**config.mk**
```make
export PLATFORM = sky130hd
export DESIGN_NAME = ifu
export DESIGN_NICKNAME = d
export VERILOG_FILES = /design/src/rtl/ifu.sv
export SDC_FILE = /design/constraint.sdc
export NUM_CORES = 1
export LEC_CHECK = 0
export ABC_AREA = 1
export CELL_PAD_IN_SITES_DETAIL_PLACEMENT = 0
export CELL_PAD_IN_SITES_GLOBAL_PLACEMENT = 1
export CORE_UTILIZATION = 37
export DETAILED_ROUTE_END_ITERATION = 10
export GPL_ROUTABILITY_DRIVEN = 0
export PLACE_DENSITY = 0.85
export RECOVER_POWER = 100
export SETUP_SLACK_MARGIN = 0.15
export SYNTH_ARGS = -nofsm -noshare
export SYNTH_HDL_FRONTEND = slang
export SYNTH_SLANG_ARGS = --single-unit
export TNS_END_PERCENT = 50
```
**constraint.sdc**
```tcl
create_clock -name clk -period 12.3 [get_ports clk]
set_input_delay 2.46 -clock clk [delete_from_list [all_inputs] [get_ports clk]]
set_output_delay 2.46 -clock clk [all_outputs]
set_load 0.03 [all_outputs]
```
**src/rtl/ifu.sv**
```systemverilog
// Instruction fetch unit: one outstanding request, a single instruction held until the core takes it.
// Latency: request accept to inst_valid is the response latency plus 1; inst handshake to next req_valid is 1.
module ifu #(
  parameter logic [31:0] RESET_PC = 32'h80000000
) (
  input  logic        clk,
  input  logic        rst,
  output logic        req_valid,
  input  logic        req_ready,
  output logic [31:0] req_addr,
  input  logic        rsp_valid,
  input  logic [31:0] rsp_data,
  output logic        inst_valid,
  input  logic        inst_ready,
  output logic [31:0] inst,
  output logic [31:0] inst_pc,
  output logic        inst_ebreak,
  input  logic        redirect_valid,
  input  logic [31:0] redirect_pc,
  output logic [31:0] fetch_cnt
);

  localparam logic [31:0] EBREAK = 32'h00100073;

  typedef enum logic [1:0] {S_REQ, S_WAIT, S_HOLD} state_t;

  state_t      state;
  logic [31:0] fetch_pc;
  logic        drop;
  logic        req_pend;
  logic        inst_vld_q;
  logic [31:0] inst_q;
  logic [31:0] inst_pc_q;
  logic [31:0] cnt_q;
  logic [31:0] redir_aligned;

  assign redir_aligned = redirect_pc & ~32'h3;

  // req_pend resets to 1 so the first request appears as soon as rst drops.
  assign req_valid   = req_pend & ~rst;
  assign req_addr    = fetch_pc;
  assign inst_valid  = inst_vld_q;
  assign inst        = inst_q;
  assign inst_pc     = inst_pc_q;
  assign inst_ebreak = inst_vld_q && (inst_q == EBREAK);
  assign fetch_cnt   = cnt_q;

  always_ff @(posedge clk or posedge rst) begin
    if (rst) begin
      state      <= S_REQ;
      fetch_pc   <= RESET_PC & ~32'h3;
      drop       <= 1'b0;
      req_pend   <= 1'b1;
      inst_vld_q <= 1'b0;
      inst_q     <= 32'h0;
      inst_pc_q  <= 32'h0;
      cnt_q      <= 32'h0;
    end else begin
      case (state)
        S_REQ: begin
          if (redirect_valid)
            fetch_pc <= redir_aligned;
          if (req_ready) begin
            // A redirect in the accept cycle makes the in-flight response stale.
            drop     <= redirect_valid;
            req_pend <= 1'b0;
            state    <= S_WAIT;
          end
        end
        S_WAIT: begin
          if (rsp_valid) begin
            drop <= 1'b0;
            if (redirect_valid || drop) begin
              if (redirect_valid)
                fetch_pc <= redir_aligned;
              req_pend <= 1'b1;
              state    <= S_REQ;
            end else begin
              inst_q     <= rsp_data;
              inst_pc_q  <= fetch_pc;
              inst_vld_q <= 1'b1;
              state      <= S_HOLD;
            end
          end else if (redirect_valid) begin
            fetch_pc <= redir_aligned;
            drop     <= 1'b1;
          end
        end
        S_HOLD: begin
          // Redirect takes priority over a simultaneous consume.
          if (redirect_valid) begin
            fetch_pc   <= redir_aligned;
            inst_vld_q <= 1'b0;
            req_pend   <= 1'b1;
            state      <= S_REQ;
          end else if (inst_ready) begin
            fetch_pc   <= fetch_pc + 32'd4;
            cnt_q      <= cnt_q + 32'd1;
            inst_vld_q <= 1'b0;
            req_pend   <= 1'b1;
            state      <= S_REQ;
          end
        end
        default: begin
          inst_vld_q <= 1'b0;
          req_pend   <= 1'b1;
          state      <= S_REQ;
        end
      endcase
    end
  end

endmodule

```
==> results.ini <==
[run_status]
status = complete, but fails checks
violations = capacitance limit, slew limit

[routing]
wirelength_um = 19900
drt-wirelength-per-cell_um = 15.0
route.detailed.drc = 0
vias = 6420
viasPerCell = 4.82
ant_nets = 0
first_pass_iters = 6
initialDrtViolationCount = 319

[pwr]
intPower_w = 0.00115
seq_power_share_pct = 34.3
vdd.ir_drop.worst_v = 0.000110
total_leakage_power_nw = 4.39
power_w = 0.00196
power_frac_comb_pct = 40.0
power_density_mw_per_mm2 = 207
power.switching_w = 0.000805
power_switching_share_pct = 41.2
clkPwrFrac_pct = 25.7

[synth]
ys_top_cells_by_area = dfrtp_1, nand2_1, nor2_1
seq_area_frac_synth_pct = 46.2
synth-seq-cells = 129
synthFlopType = dfrtp_1
synth_async_sr_flop_share_pct = 100
yosysTopAreaCellShare_pct = 45.4
avgSynthCellArea_sq_um = 7.79
syn_area_sq_mm = 0.00699
syn_inst = 898
synth.largest_area_cell = dfrtp_1
yosysUniqueCellTypes = 42
synth_edf_count = 0
ys_warn_count = 0

[global_routing]
met2_usage_pct = 35.0
grtUsageMet1_pct = 27.8
grt_usage_pct = 21.4
grt_pass1_vias = 6367
overflow = 0
globalRouteMet3Util_pct = 3.58
grt_max_degree = 75
busiest_layer = met2
antenna_found_initial = 0
grt_pass1_wl_um = 32600

[worst_setup_path]
end_kind = async pin
critical_path_buf_inv_count = 3
crit_required_ps = 12150
cp-startpoint = rst
worstPathMaxFanout = 74
cp.arrival_ps = 7270
crit_slowest_cell = clkbuf_1
cp.depth = 3
r2r-start = state[1]
r2r.worst_path.cells = 6
start_kind = input port
setup.worst_path.end = req_addr[16]
crit_chain = dlygate4sd3_1, clkinvlp_2, clkbuf_1
slowest_delay_ps = 2280
crit_family = buffers and inverters
crit_type = input port to async pin
ff2ff_setup_slack_ps = 8220
timing.rr.end = inst_pc[13]

[layout]
drive_gt1_share_pct = 4.54
final_cell_mix = nand2_1, dlygate4sd3_1, dfrtp_1
nets = 1161
area_delta_synth_final_pct = 35.3
diodes = 0
layout.cells.most_common = nand2_1

[cts]
post_cts_buffers = 0
numCtsBuffers = 17
clk_pin_slew_worst_paths_ps = 60
clkSinkCount = 129
cts_tree = built
clk_latency_ps = 430
cts_hold_buf = 0
cts_root_buf = clkbuf_16
post_cts_resized = 0
clk_path_buf_depth = 2
htreeDepth = 4

[sta]
period_minus_slack_ps = 7420
fin_setup_tns_ps = 0
clock_skew_ps = 10.6
max_freq_mhz = 135
rsz0062_at_grt = no
final_max_slew_viol_count = 242
finalHoldViolCount = 0
worst_pin_slew_ps = 3350
fin_crit_sh_pct = 60.4
fin_hold_ws_ps = 463
slew_headroom_pct = -125
report.final.setup_viol = 0

[place]
dp_hpwl_um = 14600
port_buffers = 194

[floorplan]
die_area_sq_mm = 0.0195
coreArea_sq_mm = 0.0183
row_count = 49
dieHeight_um = 139
initial_utilization_pct = 38.3
die_x_um = 139
pin_count = 201

[flow_run]
cap_violations = 6

[worst_hold_path]
hp-class = register to register

[worst register-to-register path: cells and delay by family (launching register included)]
family | cells | cell delay [ps]
buffers and inverters | 2 | 1700
flip-flops | 1 | 440
AND/OR/NAND/NOR | 3 | 1400
multiplexers | 1 | 410
[per-stage QoR]
step / setup slack, ps / utilization (%) / instance area [sq um] / instances
global placement: 6130 / 49.5 / 9040 / 1299
global route: 3760 / 51.8 / 9460 / 1331
CTS: 6120 / 52.7 / 9620 / 1331
finish: 4880 / 51.8 / 9460 / 1331
floorplan: 6400 / - / 7010 / 901
detailed placement: 6120 / 49.5 / 9040 / 1299
[power groups by stage]
stage | Clock (W) | Sequential (W) | Combinational [W]
3_3_place_gp | 0 | 0.000681 | 0.000861
3_5_place_dp | 0 | 0.000684 | 0.000868
2_1_floorplan | 0 | 0.000931 | 0.000247
4_1_cts | 0.000510 | 0.000679 | 0.000872
5_1_grt | 0.000528 | 0.000694 | 0.000839
6_report | 0.000503 | 0.000670 | 0.000783
[routing by layer]
metal | vias up | part of all wire [%] | wire length [um]
met3 | 32 | 4.7 | 937
li1 | 3241 | - | -
met2 | 188 | 47 | 9380
met5 | - | 0 | 0
met1 | 2959 | 45 | 9030
met4 | 0 | 2.8 | 549
[cell type report]
class	instances	area, sq um
clock buffer	19	443
clock inverter	13	138
fill	1796	8810
inverter	95	359
multi-input combinational	650	3060
sequential	129	3230
tap	229	287
timing repair buffer	196	1950
[worst min path at each step]
stage                             start  slack, ps            end  cells after the start
after floorplan                req_pend        470       req_pend                      2
after global routing        inst_pc[23]        500    inst_pc[23]                      2
final                     fetch_cnt[31]        460  fetch_cnt[31]                      1
after CTS                 fetch_cnt[31]        470  fetch_cnt[31]                      1
after detailed placement  fetch_cnt[31]        460  fetch_cnt[31]                      1
after global placement    fetch_cnt[31]        460  fetch_cnt[31]                      1
[cell usage after synthesis, types with 2 or more instances]
cell type    n
mux2_4      19
nor2_1     119
inv_1       89
a22oi_1      2
nand2_4      2
nand4_1     11
nor2_8       2
o21a_1      13
nor2_4       2
nand3b_1     3
dfrtp_1    127
dfstp_2      2
nand3_1     50
inv_2        5
o22ai_1      2
nor4_1       2
xnor2_1     10
nor2_2       2
o21ai_0     46
buf_2        5
o21ai_1     12
buf_6       12
a21oi_1     31
ha_1         2
o211ai_1     2
nand2_2      6
nor3_1       5
buf_4        4
nand2_1    280
or2_2        5
clkbuf_1     6
xor2_1      10
[kinds of logic after synthesis]
family	after synthesis	synth area share (%)
flops	129	46.2
xor+xnor	20	2.50
simple gates	494	29.9
compound gates	111	8.69
other cells	1	0.0536
fa+ha+maj	2	0.358
buf+inv	122	8.18
mux	19	4.08
[state kept, by name, indices dropped and copies added (netlist names)]
name	count
fetch_cnt	32
inst	32
inst_pc	30
req_addr	30
state	2
drop	1
inst_valid	1
req_pend	1
No activity file was read; power rests on OpenSTA's default activity.
